**src/rtl/lsu_mem_ctrl_pkg.sv**
```systemverilog
// Shared definitions for the load/store sequencer: funct3 width codes, response
// codes, FSM states and lane helpers.
package lsu_mem_ctrl_pkg;

  localparam logic [2:0] WIDTH_B  = 3'b000;
  localparam logic [2:0] WIDTH_H  = 3'b001;
  localparam logic [2:0] WIDTH_W  = 3'b010;
  localparam logic [2:0] WIDTH_BU = 3'b100;
  localparam logic [2:0] WIDTH_HU = 3'b101;

  localparam logic [1:0] ERR_OK      = 2'b00;
  localparam logic [1:0] ERR_ALIGN   = 2'b01;
  localparam logic [1:0] ERR_TIMEOUT = 2'b10;

  typedef enum logic [1:0] {
    ST_IDLE,
    ST_REQ,
    ST_WAIT,
    ST_DONE
  } state_e;

  // Illegal width code, or an access that straddles its natural alignment.
  function automatic logic access_fault(input logic [2:0] width, input logic [1:0] a);
    case (width)
      WIDTH_B, WIDTH_BU: access_fault = 1'b0;
      WIDTH_H, WIDTH_HU: access_fault = a[0];
      WIDTH_W:           access_fault = (a != 2'b00);
      default:           access_fault = 1'b1;
    endcase
  endfunction

  function automatic logic [3:0] lane_strobe(input logic [2:0] width, input logic [1:0] a);
    case (width)
      WIDTH_B, WIDTH_BU: lane_strobe = 4'b0001 << a;
      WIDTH_H, WIDTH_HU: lane_strobe = 4'b0011 << a;
      default:           lane_strobe = 4'b1111;
    endcase
  endfunction

  function automatic logic [31:0] lane_replicate(input logic [2:0] width, input logic [31:0] d);
    case (width)
      WIDTH_B, WIDTH_BU: lane_replicate = {4{d[7:0]}};
      WIDTH_H, WIDTH_HU: lane_replicate = {2{d[15:0]}};
      default:           lane_replicate = d;
    endcase
  endfunction

endpackage

```
**src/rtl/lsu_mem_ctrl_ld_align_ext.sv**
```systemverilog
// Load data aligner: shifts the addressed byte/half down to bit 0 and applies
// sign or zero extension according to the funct3 width code.
module ld_align_ext
  import lsu_mem_ctrl_pkg::*;
(
  input  logic [31:0] i_rdata,
  input  logic [1:0]  i_addr_lo,
  input  logic [2:0]  i_width,
  output logic [31:0] o_data
);

  logic [31:0] w_shifted;

  assign w_shifted = i_rdata >> {i_addr_lo, 3'b000};

  always_comb begin
    o_data = w_shifted;
    case (i_width)
      WIDTH_B:  o_data = {{24{w_shifted[7]}}, w_shifted[7:0]};
      WIDTH_H:  o_data = {{16{w_shifted[15]}}, w_shifted[15:0]};
      WIDTH_BU: o_data = {24'h0, w_shifted[7:0]};
      WIDTH_HU: o_data = {16'h0, w_shifted[15:0]};
      default:  o_data = w_shifted;
    endcase
  end

endmodule

```
**src/rtl/lsu_mem_ctrl.sv**
```systemverilog
// Load/store sequencer between the MEM stage and the data-memory port: one access
// per handshake, alignment checking, lane strobes, load extension and a bus timeout.
module lsu_mem_ctrl
  import lsu_mem_ctrl_pkg::*;
#(
  parameter int unsigned TIMEOUT_CYCLES = 255
) (
  input  logic        clk,
  input  logic        rst,
  input  logic        req_valid,
  output logic        req_ready,
  input  logic        req_we,
  input  logic [2:0]  req_width,
  input  logic [31:0] req_addr,
  input  logic [31:0] req_wdata,
  output logic        busy,
  output logic        mem_valid,
  input  logic        mem_ready,
  output logic        mem_we,
  output logic [31:0] mem_addr,
  output logic [3:0]  mem_wstrb,
  output logic [31:0] mem_wdata,
  input  logic        mem_rvalid,
  input  logic [31:0] mem_rdata,
  output logic        resp_valid,
  output logic [31:0] resp_data,
  output logic [1:0]  resp_err
);

  localparam logic [15:0] CNT_LAST = 16'(TIMEOUT_CYCLES - 1);

  state_e      r_state;
  state_e      w_next_state;
  logic        r_we;
  logic [2:0]  r_width;
  logic [31:0] r_addr;
  logic [31:0] r_wdata;
  logic [31:0] r_resp_data;
  logic [1:0]  r_resp_err;
  logic [15:0] r_cnt;

  logic        w_fault;
  logic        w_timeout;
  logic [31:0] w_ld_data;

  assign w_fault   = access_fault(req_width, req_addr[1:0]);
  assign w_timeout = (r_cnt == CNT_LAST);

  ld_align_ext u_align (
    .i_rdata   (mem_rdata),
    .i_addr_lo (r_addr[1:0]),
    .i_width   (r_width),
    .o_data    (w_ld_data)
  );

  always_ff @(posedge clk) begin
    if (rst) begin
      r_state <= ST_IDLE;
    end else begin
      r_state <= w_next_state;
    end
  end

  // The awaited memory event is tested before the timeout so it wins a tie.
  always_comb begin
    w_next_state = r_state;
    case (r_state)
      ST_IDLE: begin
        if (req_valid) begin
          w_next_state = w_fault ? ST_DONE : ST_REQ;
        end
      end
      ST_REQ: begin
        if (mem_ready) begin
          w_next_state = r_we ? ST_DONE : ST_WAIT;
        end else if (w_timeout) begin
          w_next_state = ST_DONE;
        end
      end
      ST_WAIT: begin
        if (mem_rvalid || w_timeout) begin
          w_next_state = ST_DONE;
        end
      end
      ST_DONE: w_next_state = ST_IDLE;
      default: w_next_state = ST_IDLE;
    endcase
  end

  always_ff @(posedge clk) begin
    if (rst) begin
      r_we        <= 1'b0;
      r_width     <= '0;
      r_addr      <= '0;
      r_wdata     <= '0;
      r_resp_data <= '0;
      r_resp_err  <= ERR_OK;
      r_cnt       <= '0;
    end else begin
      case (r_state)
        ST_IDLE: begin
          if (req_valid) begin
            r_we        <= req_we;
            r_width     <= req_width;
            r_addr      <= req_addr;
            r_wdata     <= req_wdata;
            r_resp_data <= '0;
            r_resp_err  <= w_fault ? ERR_ALIGN : ERR_OK;
            r_cnt       <= '0;
          end
        end
        ST_REQ: begin
          r_cnt <= r_cnt + 16'd1;
          if (!mem_ready && w_timeout) begin
            r_resp_err <= ERR_TIMEOUT;
          end
        end
        ST_WAIT: begin
          r_cnt <= r_cnt + 16'd1;
          if (mem_rvalid) begin
            r_resp_data <= w_ld_data;
          end else if (w_timeout) begin
            r_resp_err <= ERR_TIMEOUT;
          end
        end
        default: ;
      endcase
    end
  end

  assign req_ready  = (r_state == ST_IDLE);
  assign busy       = (r_state != ST_IDLE);
  assign mem_valid  = (r_state == ST_REQ);
  assign mem_we     = r_we;
  assign mem_addr   = {r_addr[31:2], 2'b00};
  assign mem_wstrb  = r_we ? lane_strobe(r_width, r_addr[1:0]) : 4'b0000;
  assign mem_wdata  = lane_replicate(r_width, r_wdata);
  assign resp_valid = (r_state == ST_DONE);
  assign resp_data  = r_resp_data;
  assign resp_err   = r_resp_err;

endmodule

```
**config.mk**
```make
export PLATFORM = sky130hd
export DESIGN_NAME = lsu_mem_ctrl
export DESIGN_NICKNAME = d
export VERILOG_FILES = /design/src/rtl/lsu_mem_ctrl_pkg.sv /design/src/rtl/lsu_mem_ctrl_ld_align_ext.sv /design/src/rtl/lsu_mem_ctrl.sv
export SDC_FILE = /design/constraint.sdc
export NUM_CORES = 1
export LEC_CHECK = 0
export CAP_MARGIN = 10
export CORE_MARGIN = 2
export CORE_UTILIZATION = 48
export CTS_CLUSTER_SIZE = 20
export DETAILED_ROUTE_END_ITERATION = 8
export PLACE_DENSITY = 0.93
export RECOVER_POWER = 100
export SETUP_SLACK_MARGIN = 0.15
export SYNTH_ARGS = -nofsm -noshare
export SYNTH_HDL_FRONTEND = slang
export SYNTH_SLANG_ARGS = --single-unit
```
**constraint.sdc**
```tcl
create_clock -name clk -period 2.8 [get_ports clk]
set_input_delay 0.42 -clock clk [delete_from_list [all_inputs] [get_ports clk]]
set_output_delay 0.42 -clock clk [all_outputs]
set_load 0.1 [all_outputs]
```
==> results of run 1 <==
==> area by class of cell <==
type                    count  share of cell area
clock buffers              20             0.05848
multi-input cells         488              0.3525
repair buffers            222              0.2418
well taps                 147             0.02305
clock inverters            12             0.01568
flip-flops and latches    120              0.3010
inverters                  16            0.007526
==> sequential cells by signal, summed over array words and instances (netlist names) <==
signal / flops
r_state: 2
r_wdata: 32
r_addr: 32
resp_err: 2
r_cnt: 16
r_width: 3
resp_data: 32
mem_we: 1
==> report_power, final <==
group / internal, W / switching [W]
Combinational: 0.00104 / 0.00336
Sequential: 0.00197 / 0.000206
Clock: 0.00137 / 0.000774
Total: 0.00438 / 0.00434
==> worst reg2reg max path: cells and delay by family (launching register included) <==
| kind | cells | cell delay, ns |
|---|---|---|
| buffers and inverters | 2 | 1.07 |
| flip-flops | 1 | 0.39 |
| AND/OR/NAND/NOR | 2 | 0.37 |
| adder cells (fa/ha/maj) | 1 | 0.30 |
| AO/OA/AOI/OAI | 1 | 0.27 |
==> synthesized netlist by cell type (all sizes together), types with 2 or more instances <==
cell type,instances,area share
mux2i,17,0.029
nor4,4,0.0080
a21oi,102,0.088
dfxtp,120,0.42
xnor2,5,0.0076
nor4b,2,0.0041
nand3,4,0.0035
o211ai,2,0.0050
or2,2,0.0022
nor2b,2,0.0026
nand2b,2,0.0022
nand4,5,0.0065
nor2,35,0.023
or3,5,0.0054
o21ai,34,0.029
ha,6,0.013
mux2,33,0.064
inv,15,0.0097
a22oi,43,0.057
and2,5,0.0054
buf,53,0.065
nor3,3,0.0026
clkbuf,35,0.023
nand2,162,0.11
xor2,2,0.0030
==> metal layers <==
layer / GRT usage / up-vias / wire length [um]
li1: - / 2700 / -
met1: 0.2880 / 2669 / 6583
met2: 0.4619 / 274 / 8648
met3: 0.1073 / 43 / 1657
met5: 0 / - / 0
met4: 0.1244 / 0 / 485
==> kinds of logic (layout without fill, tap and decap cells) <==
kind of cell / after synthesis / count (layout) / synth area share
and+or+nand+nor: 235 / 235 / 0.1757
DFF: 120 / 120 / 0.4150
AOI/OAI and AO/OA: 187 / 187 / 0.1889
muxes: 51 / 51 / 0.09749
xor gates and xnor gates: 7 / 7 / 0.01059
adders and majority gates: 6 / 6 / 0.01297
buffers and inverters: 104 / 270 / 0.09857
other: 1 / 2 / 0.0006479
==> worst paths after layout <==
path | endpoint | from | slack, ns
worst max register to register | r_addr[8] | r_state[0] | 0.33
worst max-delay path | mem_wstrb[0] | r_addr[1] | 0.22
worst min register to register | r_addr[7] | r_addr[7] | 0.45
worst min-delay path | resp_data[4] | rst | 0.44
==> per-stage QoR <==
step | hold slack (ns) | total power [W] | worst slack, ns | instances | utilization
6_report | 0.4395 | 0.008725 | 0.2250 | 1025 | 0.6700
4_1_cts | 0.4211 | 0.009022 | 0.3087 | 1025 | 0.7023
3_3_place_gp | 0.4388 | 0.006770 | 0.4934 | 993 | 0.6526
5_1_grt | 0.4325 | 0.009084 | 0.1128 | 1025 | 0.6700
3_5_place_dp | 0.4468 | 0.006848 | 0.3842 | 993 | 0.6526
2_1_floorplan | 0.4329 | 0.005688 | -0.4180 | 712 | -
==> impl_table.tex, run 1 <==
\begin{tabular}{lr}
\hline
Metric & Value \\
\hline
\multicolumn{2}{l}{\textbf{Critical path}} \\
Cell-by-cell trace of the critical path & clkbuf\_1, or2\_2, a21oi\_2, clkbuf\_2 \\
Delay of the slowest cell on the worst path & 0.48 ns \\
Reg2Reg Depth & 6 \\
Sort of element at the start of the critical path & register \\
Cell with the biggest individual delay on the critical path & dfxtp\_1 \\
Critical setup path kind & reg -> out \\
CP max FO & 14 \\
Required time of the worst setup path & 2.38 ns \\
Data arrival time of the critical path & 2.16 ns \\
Family with the most delay on the worst path & buffers and inverters \\
Sum of buffers and inverters on the critical path & 2 \\
Cell count along the critical path & 4 \\
Endpoint class of the critical path & output port \\
\multicolumn{2}{l}{\textbf{Yosys}} \\
Post-synthesis instance total & 711 \\
Library cells used by synthesis & 51 \\
Dominant synthesized flop cell & dfxtp\_1 \\
Sequential-to-total area share from yosys stat & 0.4150 \\
Count of flip-flops with a built-in enable after synthesis & 0 \\
Count of state elements after synthesis & 120 \\
Async set or reset register ratio after synthesis & 0 \\
Yosys warning count & 0 \\
Average instance area after synthesis & 8.141 um\^{}2 \\
Cell area after synthesis & 5788 um\^{}2 \\
\multicolumn{2}{l}{\textbf{Cells and area}} \\
Leading cell type in the layout, fill and taps excluded & nand2\_1 \\
Antenna cells & 0 \\
Area of all placed cells without fillers & 7980 um\^{}2 \\
Combined flip-flop and latch cell area & 2402 um\^{}2 \\
Multi-input gate area & 2813 um\^{}2 \\
Count of filler cells inserted in the layout & 961 \\
Share of layout cells above drive strength 1 & 0.1207 \\
Area delta synth->final & 37.87\% \\
Final layout net count & 976 \\
Commonest cells after routing, fill and taps aside & nand2\_1 (161), dfxtp\_1 (120), clkdlybuf4s50\_1 (103), a21oi\_1 (99), clkbuf\_1 (76) \\
\multicolumn{2}{l}{\textbf{CTS}} \\
CTS Hold Bufs & 0 \\
Number of H-tree levels & 4 \\
TritonCTS Buffers & 17 \\
Insertion delay to the later sink of the worst-skew pair & 0.42 ns \\
TritonCTS clock tree & built \\
Library cell used as clock root buffer & clkbuf\_16 \\
Bufs on Longest Clock Path & 2 \\
Post-CTS setup buffers & 0 \\
CTS clk-pin slew, worst paths & 0.05 ns \\
Post-cts gate resize count & 0 \\
Clk sink count & 120 \\
\multicolumn{2}{l}{\textbf{Pwr}} \\
Areal power density over the cells & 1093 nW/um\^{}2 \\
VDD IR-drop max & 0.0007694 V \\
Leakage power of the design & 2.923 nW \\
\multicolumn{2}{l}{\textbf{Drt}} \\
Antenna Nets Post-Route & 0 \\
Count of routing violations after the opening detailed-route iteration & 504 \\
Number of remaining DRC errors & 0 \\
Pre-Repair DR Iteration Count & 5 \\
Vias after detailed routing & 5686 \\
WL per Instance & 16.95 um \\
Vias/cell & 5.547 \\
Routed wire length & 17370 um \\
\multicolumn{2}{l}{\textbf{Die}} \\
Core box area & 11910 um\^{}2 \\
Die area & 12950 um\^{}2 \\
Num ports & 212 \\
Initial Util & 0.4859 \\
Die Ht & 113.8 um \\
Horiz. Die Dim & 113.8 um \\
Placement row count & 40 \\
\multicolumn{2}{l}{\textbf{STA}} \\
Max-slew violation count & 0 \\
Final hold violation count & 0 \\
Worst Clk Skew & 0.004735 ns \\
Part of the cycle the worst path needs & 0.9197 \\
RSZ-0062 raised after global routing & no \\
Slew of the pin with the lowest slew margin & 1.349 ns \\
Slew margin rel. & 0.1005 \\
Crit path time final & 2.575 ns \\
Setup TNS Final & 0 ns \\
Maximum frequency from static timing analysis & 388.3 MHz \\
Setup violators final & 0 \\
\multicolumn{2}{l}{\textbf{GRT}} \\
Global router's overall resource usage & 0.2678 \\
Number of antenna violations at the first check in global routing & 0 \\
Overflow after GRT & 0 \\
Vias in the first global route & 5674 \\
Wire length of the first global-routing pass & 27410 um \\
Largest net degree at the start of global routing & 68 \\
\multicolumn{2}{l}{\textbf{Place}} \\
Placed standard-cell area & 7774 um\^{}2 \\
Placer's final routability congestion estimate & 0.8141 \\
Number of port buffers & 209 \\
HPWL after DPL & 12120 um \\
\multicolumn{2}{l}{\textbf{Flow run}} \\
Max-cap viol count & 0 \\
\multicolumn{2}{l}{\textbf{Status}} \\
Result of the run & completed \\
\multicolumn{2}{l}{\textbf{Min path}} \\
Type of the most critical hold path & in -> reg \\
Worst hold path stage count & 2 \\
\hline
\end{tabular}
Power figures use the tool's default switching activity.
==> run 2, diff against run 1 <==
--- a/config.mk
+++ b/config.mk
@@ -10,9 +10,11 @@
 export CORE_UTILIZATION = 48
 export CTS_CLUSTER_SIZE = 20
 export DETAILED_ROUTE_END_ITERATION = 8
+export GPL_ROUTABILITY_DRIVEN = 1
 export PLACE_DENSITY = 0.93
 export RECOVER_POWER = 100
 export SETUP_SLACK_MARGIN = 0.15
+export SKIP_LAST_GASP = 1
 export SYNTH_ARGS = -nofsm -noshare
 export SYNTH_HDL_FRONTEND = slang
 export SYNTH_SLANG_ARGS = --single-unit
==> results of run 2 <==
No change in the layout: final DEF, timing and power equal those of run 1.
==> RTL edit (flow settings as in run 2) <==
Encoding of `state_e`: now one-hot (4 bits for 4 states).
--- a/src/rtl/lsu_mem_ctrl_pkg.sv
+++ b/src/rtl/lsu_mem_ctrl_pkg.sv
@@ -12,11 +12,11 @@
   localparam logic [1:0] ERR_ALIGN   = 2'b01;
   localparam logic [1:0] ERR_TIMEOUT = 2'b10;
 
-  typedef enum logic [1:0] {
-    ST_IDLE,
-    ST_REQ,
-    ST_WAIT,
-    ST_DONE
+  typedef enum logic [3:0] {
+    ST_IDLE = 4'b0001,
+    ST_REQ  = 4'b0010,
+    ST_WAIT = 4'b0100,
+    ST_DONE = 4'b1000
   } state_e;
 
   // Illegal width code, or an access that straddles its natural alignment.
Formal check against the unedited RTL: no difference found for any inputs over 4 cycles, from zero or initial values and one cycle with rst high; so few cycles prove little.
==> RTL edit against run 2 <==
Routed wire length up 5.5%. Sequential cell count up 2. Worst setup slack better by 0.11 ns. Non-clock buffer count unchanged. Fmax up 4.6%. Cell area up 5.1%. Synthesized area up 4.4%. Synthesized cell count up 4.2%.
Power is not compared: it rests on default switching activity, and its combinational part moved more than twofold at a synthesized area within 25%.
==> RTL edit: results (changes against run 2) <==
| Metric | Value |
|---|---|
| Outcome | finished clean |
| Buffer depth of the longest clock path | 2 (unchanged) |
| Post-synthesis compound-gate area fraction | 0.197 (+0.00780) |
| H-tree levels | 4 (unchanged) |
| Antenna violations before repair | 1 (+1) |
| Cts repair resizes | 0 (unchanged) |
| Top post-synthesis cells by area | dfxtp_1, nand2_1, a21oi_1, mux2_2, buf_4 |
| Mux contribution to synthesized area | 0.0893 (-0.00824) |
| Data arrival time of the worst path | 2.72 ns (+0.56 ns) |
| Count of different cell masters after synthesis | 58 (+14%) |
| Met1 Use GR | 0.311 (+0.0228) |
| Synth Area in XOR/XNOR | 0.00559 (-0.00500) |
| Postcts setup bufs | 0 (unchanged) |
| Critical Path End | resp_data[8]$_SDFFE_PP0P_ |
| Starting DRC count in detailed routing | 463 (-8.1%) |
| Clock skew | 0.00713 ns (+0.00239 ns) |
| CP max stage delay | 0.66 ns (+0.18 ns) |
| Crit path from | r_state[2]$_SDFFE_PP0P_ |
| Syn_area_per_cell | 8.15 sq um (+0.16%) |
| R2R depth | 4 (-2) |
| Vias in the first global route | 5636 (-0.67%) |
| Tot GR Track Use | 0.268 (+0.000503) |
| Fill cells | 983 (+2.3%) |
| Worst-path maximum fanout | 12 (-2) |
| Seq/Total Area, Yosys | 0.404 (-0.0108) |
| Root Buffer | clkbuf_16 |
| Pin count of the biggest net entering global routing | 62 (-8.8%) |
| Post-Place Cell Area | 0.00806 sq mm (+3.6%) |
| First-pass GRT wire length | 28200 um (+2.9%) |
| Leakage | just under 0.003 uW |
| YS warnings | 0 (unchanged) |
| Slew @ Worst Pin | 1.25 ns (-0.100 ns) |
| GPL Wtd Cong | 0.891 (+9.4%) |
| Async S/R FF share, synth | 0 (unchanged) |
| Critical-path top delay cell | or4b_1 |
| Drt wl/cell | 17.1 um (+1.0%) |
| Dpl cells | 1039 (+4.6%) |
| Share of cells above drive strength 1 | 0.126 (+0.00552) |
| Worst IR Drop VDD | roughly 0.34 mV |
| Clk_lat worst skew | 0.42 ns (about the same) |
| # diodes | 0 (unchanged) |
| GRT met3 Usage | 0.0794 (-0.0279) |
| Dpl ws | 0.511 ns (+0.126 ns) |
| CTS clk-pin slew, worst paths | around 0.06 ns |
| Post-DP HPWL | 12800 um (+6.0%) |
| Worst min-delay path category | primary input to flip-flop |
| Top post-synthesis cells by count | nand2_1, dfxtp_1, a21oi_1 |
| Post-Synth Adder-Cell Area | 0.00414 (-0.00883) |
| Total number of vias | 5946 (+4.6%) |
| Main combinational cell family by area after synthesis | simple AND/OR/NAND/NOR gates |
| Reg2Reg Setup Slack | 0.34 ns |
| GR Util met2 | 0.456 (-0.00613) |
| Drt via density | 5.55 (about the same) |
| Fmax | 406 MHz (+4.6%) |
[RTL edit: final cells by class]
type                       instances  area [sq um]  area share
multi-input combinational        522          3060       0.364
sequential                       122          2440       0.291
timing repair buffer             222          2000       0.239
clock buffer                      22           494      0.0589
tap                              168           210      0.0251
clock inverter                    10           163      0.0194
inverter                           5          20.0     0.00239
[RTL edit: critical path: cells and delay by family (launching register included)]
family	cells	cell delay, ns
flops	1	0.63
compound gates	2	0.72
simple gates	2	0.96
[RTL edit: per-layer routing]
| layer | part of all wire | vias up |
|---|---|---|
| li1 | - | 2839 |
| met1 | 0.39 | 2798 |
| met2 | 0.49 | 255 |
| met3 | 0.085 | 52 |
| met4 | 0.036 | 2 |
| met5 | 0.00060 | - |
[RTL edit: how the worst min path moves through the flow]
stage / startpoint / endpoint / slack [ns] / cells past startpoint
2_1_floorplan: r_wdata[16]$_SDFFE_PP0P_ / r_wdata[16]$_SDFFE_PP0P_ / 0.43 / 2
3_3_place_gp: r_wdata[22]$_SDFFE_PP0P_ / r_wdata[22]$_SDFFE_PP0P_ / 0.44 / 2
4_1_cts: rst / r_cnt[15]$_SDFFE_PP0P_ / 0.37 / 4
6_report: rst / r_cnt[15]$_SDFFE_PP0P_ / 0.40 / 4
3_5_place_dp: r_wdata[23]$_SDFFE_PP0P_ / r_wdata[23]$_SDFFE_PP0P_ / 0.45 / 2
5_1_grt: rst / r_cnt[15]$_SDFFE_PP0P_ / 0.41 / 4
[RTL edit: report_power, final]
group	switching [uW]	total [uW]	internal [uW]	leakage [uW]
clock network	799	2410	1610	0.000318
registers	60.0	1880	1820	0.000993
logic	1060	1510	450	0.00166
